==> src/rtl/prescaler_multi_channel.sv <==
// Multi-channel runtime-programmable clock prescaler. Each channel divides clk_in by its own
// ratio. A new ratio is staged in a shadow register and only applied at a period boundary.
module prescaler_multi_channel #(
  parameter int                NUM_CH      = 4,
  parameter int                DIV_WIDTH   = 16,
  parameter int                DEFAULT_DIV = 32,
  parameter logic [NUM_CH-1:0] IDLE_CLK    = '0,
  parameter int                CH_W        = (NUM_CH > 1) ? $clog2(NUM_CH) : 1
) (
  input  logic                 clk_in,
  input  logic                 rst,
  input  logic [NUM_CH-1:0]    ch_enable,
  input  logic                 cfg_wr,
  input  logic [CH_W-1:0]      cfg_ch,
  input  logic [DIV_WIDTH-1:0] cfg_div,
  output logic [NUM_CH-1:0]    cfg_pending,
  output logic [NUM_CH-1:0]    clk_out,
  output logic [NUM_CH-1:0]    tick_out
);

  typedef enum logic {IDLE = 1'b0, RUN = 1'b1} ch_state_t;

  localparam logic [DIV_WIDTH-1:0] DIV_RST = DIV_WIDTH'(DEFAULT_DIV);

  function automatic logic [DIV_WIDTH-1:0] clamp_div(input logic [DIV_WIDTH-1:0] d);
    logic [DIV_WIDTH-1:0] r;
    if (d < DIV_WIDTH'(2)) begin
      r = DIV_WIDTH'(2);
    end else begin
      r = d;
    end
    return r;
  endfunction

  // ceil(d/2), one bit wider so the largest legal ratio cannot overflow
  function automatic logic [DIV_WIDTH:0] half_up(input logic [DIV_WIDTH-1:0] d);
    return ({1'b0, d} + {{DIV_WIDTH{1'b0}}, 1'b1}) >> 1;
  endfunction

  for (genvar i = 0; i < NUM_CH; i++) begin : g_ch
    ch_state_t            state_r, state_s;
    logic [DIV_WIDTH-1:0] cnt_r, cnt_s;
    logic [DIV_WIDTH-1:0] div_act_r, div_act_s;
    logic [DIV_WIDTH-1:0] div_sh_r, div_sh_s;
    logic [DIV_WIDTH-1:0] div_eff_s, cnt_inc_s;
    logic                 pend_r, pend_s;
    logic                 clk_r, clk_s;
    logic                 tick_r, tick_s;
    logic                 wr_hit_s, boundary_s;

    // Out-of-range cfg_ch never matches any channel index, so such writes are dropped.
    assign wr_hit_s   = cfg_wr && (cfg_ch == CH_W'(i));
    assign cnt_inc_s  = cnt_r + DIV_WIDTH'(1);
    assign boundary_s = (cnt_inc_s == div_act_r);

    // Next-state and next-output logic for one channel.
    always_comb begin
      state_s   = state_r;
      cnt_s     = cnt_r;
      div_act_s = div_act_r;
      div_sh_s  = div_sh_r;
      div_eff_s = div_act_r;
      pend_s    = pend_r;
      clk_s     = IDLE_CLK[i];
      tick_s    = 1'b0;
      case (state_r)
        IDLE: begin
          cnt_s = '0;
          if (wr_hit_s) begin
            div_sh_s  = clamp_div(cfg_div);
            div_act_s = clamp_div(cfg_div);
            pend_s    = 1'b0;
          end else if (pend_r && ch_enable[i]) begin
            div_act_s = div_sh_r;
            pend_s    = 1'b0;
          end else begin
            div_act_s = div_act_r;
          end
          if (ch_enable[i]) begin
            state_s = RUN;
            pend_s  = 1'b0;
            clk_s   = ~IDLE_CLK[i];
            tick_s  = 1'b1;
          end else begin
            state_s = IDLE;
          end
        end
        RUN: begin
          if (!ch_enable[i]) begin
            state_s = IDLE;
            cnt_s   = '0;
          end else begin
            if (boundary_s) begin
              cnt_s = '0;
              if (pend_r) begin
                div_eff_s = div_sh_r;
                div_act_s = div_sh_r;
                pend_s    = 1'b0;
              end else begin
                div_eff_s = div_act_r;
              end
            end else begin
              cnt_s = cnt_inc_s;
            end
            clk_s  = ({1'b0, cnt_s} < half_up(div_eff_s)) ? ~IDLE_CLK[i] : IDLE_CLK[i];
            tick_s = (cnt_s == '0);
          end
          // A write landing on a boundary edge overrides the clear above and waits one more period.
          if (wr_hit_s) begin
            div_sh_s = clamp_div(cfg_div);
            pend_s   = 1'b1;
          end else begin
            div_sh_s = div_sh_r;
          end
        end
        default: begin
          state_s = IDLE;
          cnt_s   = '0;
        end
      endcase
    end

    // Channel state and registered outputs.
    always_ff @(posedge clk_in) begin
      if (rst) begin
        state_r   <= IDLE;
        cnt_r     <= '0;
        div_act_r <= DIV_RST;
        div_sh_r  <= DIV_RST;
        pend_r    <= 1'b0;
        clk_r     <= IDLE_CLK[i];
        tick_r    <= 1'b0;
      end else begin
        state_r   <= state_s;
        cnt_r     <= cnt_s;
        div_act_r <= div_act_s;
        div_sh_r  <= div_sh_s;
        pend_r    <= pend_s;
        clk_r     <= clk_s;
        tick_r    <= tick_s;
      end
    end

    assign cfg_pending[i] = pend_r;
    assign clk_out[i]     = clk_r;
    assign tick_out[i]    = tick_r;
  end

endmodule

==> config.mk <==
export PLATFORM = sky130hd
export DESIGN_NAME = prescaler_multi_channel
export DESIGN_NICKNAME = d
export VERILOG_FILES = /design/src/rtl/prescaler_multi_channel.sv
export SDC_FILE = /design/constraint.sdc
export NUM_CORES = 1
export LEC_CHECK = 0
export CAP_MARGIN = 15
export CORE_MARGIN = 1
export CORE_UTILIZATION = 55
export CTS_CLUSTER_DIAMETER = 200
export DETAILED_ROUTE_END_ITERATION = 10
export PLACE_DENSITY_LB_ADDON = 0.08
export SLEW_MARGIN = 20
export SYNTH_ARGS = -nofsm -noshare
export SYNTH_HDL_FRONTEND = slang
export SYNTH_SLANG_ARGS = --single-unit
==> constraint.sdc <==
create_clock -name clk_in -period 7.4 [get_ports clk_in]
set_input_delay 1.48 -clock clk_in [delete_from_list [all_inputs] [get_ports clk_in]]
set_output_delay 1.48 -clock clk_in [all_outputs]
set_load 0.01 [all_outputs]
==> results.toml, run 1 <==
[outcome]
status = "complete, no violations"

[clocking]
cts.sinks = 208
cts_root_buffer = "clkbuf_16"
ctsHtreeMaxLevel = 1
insertion_delay_ps = 530
cts_buffers = 25
clkTransAtPathRegs_ps = 60
post_cts_buffers = 0
cts_buffer_depth = 3
post_cts_resized = 0
cts_tree = "built"
holdBufCountCts = 0

[sta]
fin_crit_sh = 0.826
final_max_slew_viol_count = 0
tightest_slew_ps = 1130
clock-skew-final_ps = 8.29
slew_headroom = 0.243
fmax_mhz = 164
setup_violations = 0
fin_tns_setup_ps = 0
rsz0062_at_grt = "false"
hold_violations = 0
fin_crit_ps = 6110

[synthesis]
ys_dominant_reg_cell = "dfxtp_1"
synthesis.area_sq_um = 14900
ys_types = 80
synth_mux_area_frac = 0.0271
yosysSeqAreaShare = 0.279
yosys.area_share.simple = 0.271
synth-compound-area-share = 0.173
syn_nets = 2056
avgSynthCellArea_sq_um = 7.60
synthXorXnorAreaFrac = 0.142
synth_edf_count = 0
async_flop_share = 0
postSynthCellCount = 1963
ys_ff_latch = 208
yosys_warnings = 0
synth_fa_ha_area_frac = 0.0570
synth_top_family_by_area = "simple AND/OR/NAND/NOR gates"

[flow_run]
maxCapViolations = 0

[detailed_routing]
wire_per_inst_um = 18.8
routed_wl_um = 42300
drc_errors = 0
drt_iter0_markers = 1303
avgViaCountPerCell = 6.18
ant_nets = 0
num_vias = 13900
first_pass_iters = 5

[setup_path]
crit_buf_inv = 1
cp_slowest_cell = "nor4_1"
critical_path_arrival_ps = 6580
r2r.worst_path.cells = 25
end_kind = "register"
path_depth = 25
max_stage_delay_ps = 650
critPathLaunchType = "register"
crit_family = "simple AND/OR/NAND/NOR gates"
crit_top_cell = "a21o_1"
worstPathMaxFanout = 33
worst_ep_required_time_ps = 7870
path_class = "reg2reg"

[place]
io_buffers = 36
dpl_cell_area_sq_um = 15200
gp_congestion = 0.947
detailed_place_hpwl_um = 31300

[power_and_ir_drop]
p_leak_nw = 6.25
power.total_w = 0.00281
vdd_drop_max_v = 0.000291
powerDensity_nw_per_um2 = 176

[floorplan]
start_util = 0.566
die_area_sq_um = 27800
core_sq_um = 26400
rows = 59
die_h_um = 167
die_w_um = 167
ioPinCount = 37

[global_routing]
grtUsageMet2 = 0.479
grt_antenna_before_repair = 0
met1_usage = 0.430
track_usage = 0.303
grt_pass1_wl_um = 68900
met3_usage = 0.0373
grt_pass1_vias = 13000
grt_max_degree = 50
busiest_layer = "met2"
overflow = 0

[finish]
syn_to_final_growth_pct = 7.30
final.fill_count = 2434
layout.cells.most_common = "nor2_1"
design_area_sq_um = 16000
final_cell_mix = "254 x nor2_1, 244 x nand2_1, 208 x dfxtp_1"
multiInputGateArea_sq_um = 10000
nets = 1988
diodes = 0
ff_latch_area_sq_um = 4160
final_layout_size_suffix_gt1_frac = 0.0481

[min_path]
whs_path_depth = 2
hp-class = "reg2reg"
cell usage after synthesis, drive strengths merged, types with 43 or more instances:
| library cell | count | area (sq um) |
|---|---|---|
| o22ai | 44 | 275 |
| clkbuf | 102 | 387 |
| ha | 68 | 851 |
| nand3 | 70 | 355 |
| and3 | 43 | 269 |
| nand2 | 244 | 916 |
| nor2 | 254 | 953 |
| xor2 | 62 | 543 |
| xnor2 | 122 | 1070 |
| dfxtp | 208 | 4160 |
| nand4 | 54 | 365 |
| o21ai | 104 | 520 |
| a21oi | 145 | 726 |
state kept, by name, summed over array words and instances (netlist names):
| register | cells |
|---|---|
| g_ch.cnt_r | 64 |
| g_ch.div_act_r | 64 |
| g_ch.div_sh_r | 64 |
| g_ch.clk_r | 4 |
| g_ch.pend_r | 4 |
| g_ch.state_r | 4 |
| g_ch.tick_r | 4 |
routing by layer:
layer / wire, um / part of all wire
met5: 0 / 0
met4: 1180 / 0.028
met3: 2700 / 0.064
met2: 19000 / 0.45
met1: 19500 / 0.46
final timing paths:
check | slack [ps] | start | end
max reg2reg | 1290 | g_ch[0].cnt_r[0] | g_ch[0].clk_r
max | 1290 | g_ch[0].cnt_r[0] | g_ch[0].clk_r
min | 500 | g_ch[1].div_sh_r[4] | g_ch[1].div_sh_r[4]
min reg2reg | 500 | g_ch[1].div_sh_r[4] | g_ch[1].div_sh_r[4]
power by group:
group	total [W]	switching (W)	internal (W)
Combinational	0.000332	0.000187	0.000145
Sequential	0.00123	0.0000717	0.00116
Clock	0.00125	0.000502	0.000745
layout make-up:
| class | instances | area share |
|---|---|---|
| Tap cell | 335 | 0.0262 |
| Clock inverter | 15 | 0.0103 |
| Multi-Input combinational cell | 1577 | 0.626 |
| Timing Repair Buffer | 49 | 0.0283 |
| Inverter | 34 | 0.00797 |
| Clock buffer | 30 | 0.0415 |
| Sequential cell | 208 | 0.260 |
worst min-delay path: cells and delay by family, from the launching register on:
family / cells / cell delay, ps
AOI/OAI and AO/OA: 1 / 50
DFF: 1 / 340
and+or+nand+nor: 1 / 60
through the flow:
step	hold WS [ps]	worst slack [ps]	util	cells
final	502	1290	0.607	2248
after global routing	516	865	0.607	2248
after CTS	503	1370	0.607	2248
after detailed placement	492	1420	0.576	2203
after global placement	476	1520	0.576	2203
after floorplan	449	2180	-	1963
cells by family (layout without fill, tap and decap cells):
logic type	count (synthesis)	count (layout)
and+or+nand+nor	840	840
adders and majority gates	68	68
xor gates and xnor gates	206	206
buffers and inverters	178	128
muxes	39	39
AOI/OAI and AO/OA	424	424
DFF	208	208
Note: power is estimated with default switching activity, not from simulation.
==> run 2: changes to the inputs <==
==> constraint.sdc (replaced) <==
create_clock -name clk_in -period 5.6 [get_ports clk_in]
set_input_delay 1.12 -clock clk_in [delete_from_list [all_inputs] [get_ports clk_in]]
set_output_delay 1.12 -clock clk_in [all_outputs]
set_load 0.01 [all_outputs]
==> results.toml, run 2 (synthesis results as in run 1) <==
[setup_path]
critPathLaunchType = "register"
crit_top_cell = "a21o_1"
end_kind = "register"
r2r_slack_ps = 390
rr_startpoint = "g_ch[0].cnt_r[1]"
crit_family = "simple AND/OR/NAND/NOR gates"
critical_path_arrival_ps = 5690
max_stage_delay_ps = 550
cp_slowest_cell = "or4_1"
crit_buf_inv = 1
path_class = "reg2reg"
worstReg2RegEnd = "g_ch[0].clk_r"
worst_ep_required_time_ps = 6080
r2r.worst_path.cells = 26
worstPathMaxFanout = 7

[place]
dp.cells = 2228
dpl_cell_area_sq_um = 15400
io_buffers = 36
gp_congestion = 0.926
detailed_place_hpwl_um = 31400

[floorplan]
ioPinCount = 37
die_w_um = 167
start_util = 0.566
core_sq_um = 26400
die_area_sq_um = 27800
rows = 59
die_h_um = 167

[detailed_routing]
avgViaCountPerCell = 6.16
num_vias = 14000
wire_per_inst_um = 18.7
routed_wl_um = 42700
first_pass_iters = 5
drc_errors = 0
ant_nets = 0
drt_iter0_markers = 1299

[finish]
nets = 2018
diodes = 0
reg.largest.list = "g_ch.cnt_r x64, g_ch.div_act_r x64, g_ch.div_sh_r x64"
final_layout_size_suffix_gt1_frac = 0.0726
final_cell_mix = "252 x nor2_1, 243 x nand2_1, 208 x dfxtp_1"
layoutNonFillerInstCount = 2277
design_area_sq_um = 16400
syn_to_final_growth_pct = 9.64
layout.cells.most_common = "nor2_1"

[clocking]
holdBufCountCts = 0
cts_root_buffer = "clkbuf_16"
cts.sinks = 208
ctsHtreeMaxLevel = 1
clkTransAtPathRegs_ps = 60
cts_tree = "built"
cts_buffer_depth = 3
cts_buffers = 25
insertion_delay_ps = 540

[power_and_ir_drop]
p_leak_nw = 6.40
power_frac_clock = 0.446
p_int_w = 0.00273
seqPwrFrac = 0.435
comb_power_share = 0.119
p_sw_w = 0.00102
switching_share = 0.271
vdd_drop_max_v = 0.000224
powerDensity_nw_per_um2 = 229
power.total_w = 0.00375

[sta]
fin_crit_sh = 0.930
hold_violations = 0
tightest_slew_ps = 1150
fin_crit_ps = 5210
slew_headroom = 0.230
fin_hold_ws_ps = 491
final_max_slew_viol_count = 0
fin_tns_setup_ps = 0
clock-skew-final_ps = 14.8
fmax_mhz = 192
setup_violations = 0

[min_path]
hold_path_end = "g_ch[0].div_sh_r[4]"
hp-class = "reg2reg"
whs_path_depth = 2
min-delay-start = "g_ch[0].div_sh_r[4]"

[global_routing]
grt_max_degree = 77
grt_pass1_vias = 13000
grt_antenna_before_repair = 0
grt_pass1_wl_um = 69300
track_usage = 0.304
overflow = 0

[flow_run]
maxCapViolations = 0

[outcome]
status = "complete, no violations"
[run 2: tightest hold or removal path: stages (launching register included)]
cell     delay, ps
dfxtp_1        330
nand2_1         60
a21oi_1         50
[run 2: power by group through the flow]
stage / clock (W) / sequential, W / combinational [W]
after floorplan: 0 / 0.00161 / 0.000335
after global placement: 0 / 0.00166 / 0.000428
after detailed placement: 0 / 0.00166 / 0.000433
after CTS: 0.00170 / 0.00163 / 0.000436
after global routing: 0.00175 / 0.00164 / 0.000493
final: 0.00167 / 0.00163 / 0.000448
[run 2: worst max path at each step]
stage | start | end | cells after the start
3_3_place_gp | g_ch[0].cnt_r[1] | g_ch[0].clk_r | 26
5_1_grt | g_ch[3].cnt_r[2] | g_ch[3].clk_r | 22
3_5_place_dp | g_ch[1].cnt_r[1] | g_ch[1].clk_r | 19
6_report | g_ch[0].cnt_r[1] | g_ch[0].clk_r | 26
2_1_floorplan | g_ch[1].cnt_r[0] | g_ch[1].clk_r | 21
4_1_cts | g_ch[1].cnt_r[1] | g_ch[1].clk_r | 19
[run 2: final cells by class]
class                   count  area [sq um]
multi-input cells        1577         10100
fillers                  2425         10000
flip-flops and latches    208          4160
repair buffers             79           691
clock buffers              29           641
well taps                 335           419
clock inverters            15           186
inverters                  34           128
[run 2: timing repair]
item | in CTS | in global routing
setup buffers | 0 | 5
endpoints found under the setup margin | 0 | 4
gates resized for setup | 0 | 26
[run 2: layer usage]
layer  GRT usage  part of all wire
met2       0.491              0.45
met5           0                 0
met3      0.0278             0.052
met4      0.0841             0.024
met1       0.431              0.47
[run 2: per-stage QoR]
step	setup slack (ps)	utilization
detailed placement	195	0.583
global placement	309	0.583
global route	-57.8	0.621
finish	390	0.621
floorplan	384	-
CTS	186	0.615
==> run 3: changes to the inputs <==
--- a/config.mk
+++ b/config.mk
@@ -8,7 +8,7 @@
 export CAP_MARGIN = 15
 export CORE_MARGIN = 1
 export CORE_UTILIZATION = 55
-export CTS_CLUSTER_DIAMETER = 200
+export CTS_CLUSTER_DIAMETER = 60
 export DETAILED_ROUTE_END_ITERATION = 10
 export PLACE_DENSITY_LB_ADDON = 0.08
 export SLEW_MARGIN = 20
==> results.toml, run 3 (synthesis results as in run 1) <==
[outcome]
status = "complete, no violations"

[sta]
fin_crit_ps = 5240
fin_hold_ws_ps = 488
fmax_mhz = 191
hold_violations = 0
fin_crit_sh = 0.936
setup_violations = 0
slew_headroom = 0.229
tightest_slew_ps = 1150
fin_tns_setup_ps = 0
final_max_slew_viol_count = 0
clock-skew-final_ps = 13.8

[clocking]
insertion_delay_ps = 540
holdBufCountCts = 0
cts_buffers = 26
cts.sinks = 208
cts_tree = "built"
ctsHtreeMaxLevel = 1
cts_root_buffer = "clkbuf_16"
clkTransAtPathRegs_ps = 50
cts_buffer_depth = 3

[min_path]
hp-class = "reg2reg"
min-delay-start = "g_ch[0].div_sh_r[4]"
whs_path_depth = 2

[global_routing]
track_usage = 0.303
grt_pass1_vias = 13000
grt_max_degree = 77
grt_pass1_wl_um = 69200
overflow = 0
grt_antenna_before_repair = 0

[finish]
design_area_sq_um = 16400
post-route-util = 0.622
reg.largest.list = "g_ch.cnt_r x64, g_ch.div_act_r x64, g_ch.div_sh_r x64"
diodes = 0
final_layout_size_suffix_gt1_frac = 0.0735
syn_to_final_growth_pct = 9.90
final.fill_count = 2418
nets = 2019
final_cell_mix = "253 x nor2_1, 243 x nand2_1, 208 x dfxtp_1"
layout.cells.most_common = "nor2_1"

[detailed_routing]
wire_per_inst_um = 18.7
drt_iter0_markers = 1268
num_vias = 14100
ant_nets = 0
drc_errors = 0
avgViaCountPerCell = 6.18
routed_wl_um = 42600
first_pass_iters = 8

[floorplan]
die_area_sq_um = 27800
ioPinCount = 37
start_util = 0.566
die_h_um = 167
rows = 59
die_w_um = 167
core_sq_um = 26400

[setup_path]
r2r.worst_path.cells = 26
startpoint = "g_ch[0].cnt_r[1]"
critPathLaunchType = "register"
end_kind = "register"
worstPathMaxFanout = 7
critical_path_arrival_ps = 5720
path_class = "reg2reg"
worst_ep_required_time_ps = 6080
rr_startpoint = "g_ch[0].cnt_r[1]"

[place]
gp_congestion = 0.926
io_buffers = 36
detailed_place_hpwl_um = 31400
dpl_cell_area_sq_um = 15400

[power_and_ir_drop]
powerDensity_nw_per_um2 = 231
power.total_w = 0.00379
p_leak_nw = 6.43
vdd_drop_max_v = 0.000234

[flow_run]
maxCapViolations = 0
## run 3: layout make-up
type / instances / area, sq um / area share
clock buffers: 35 / 726 / 0.0443
clock inverters: 12 / 144 / 0.00878
inverters: 34 / 128 / 0.00778
multi-input cells: 1577 / 10100 / 0.618
flip-flops and latches: 208 / 4160 / 0.254
well taps: 335 / 419 / 0.0256
repair buffers: 79 / 691 / 0.0421
## run 3: report_power, final
group          switching, W  internal [W]  total (W)
combinational      0.000251      0.000195   0.000446
sequential        0.0000943       0.00153    0.00163
clock              0.000675       0.00104    0.00172
## run 3: routing by layer
metal / global-route usage / routed length, um / part of all wire / up-vias
met3: 0.0337 / 2660 / 0.062 / 79
met1: 0.430 / 20000 / 0.47 / 6667
li1: - / - / - / 6858
met4: 0.0821 / 965 / 0.023 / 0
met5: 0 / 0 / 0 / -
met2: 0.486 / 19000 / 0.45 / 491
## run 3: metrics by stage
stage	setup WS, ps	instances
finish	361	2280
CTS	185	2275
detailed placement	195	2228
global placement	309	2228
global route	-15.9	2280
floorplan	384	1963
## run 3: what timing repair did
| action | 4_1_cts | 5_1_grt |
|---|---|---|
| resized for setup | 0 | 27 |
| buffers inserted | 0 | 5 |
| setup endpoints to repair | 0 | 4 |
## run 3: worst max-delay path: stages, from the launching register on
cell	delay [ps]
dfxtp_1	370
ha_2	230
nand4_1	270
or4_1	550
a32oi_1	180
o2111ai_1	160
nor4_2	320
buf_4	180
nand3_2	140
mux2_2	280
ha_2	230
nand2_1	100
nor2_2	140
nand2_1	80
xor2_1	150
nand2_1	70
o21ai_0	80
ha_1	310
a21o_1	160
a21o_1	160
a21o_1	160
a21o_1	170
a21o_1	170
a21o_1	180
a31oi_2	190
o21ai_0	110
nand2_1	70
## run 3: worst paths after layout
kind / slack, ps / end
worst max register to register: 360 / g_ch[0].clk_r
worst max-delay path: 360 / g_ch[0].clk_r
worst min register to register: 490 / g_ch[0].div_sh_r[4]
worst min-delay path: 490 / g_ch[0].div_sh_r[4]
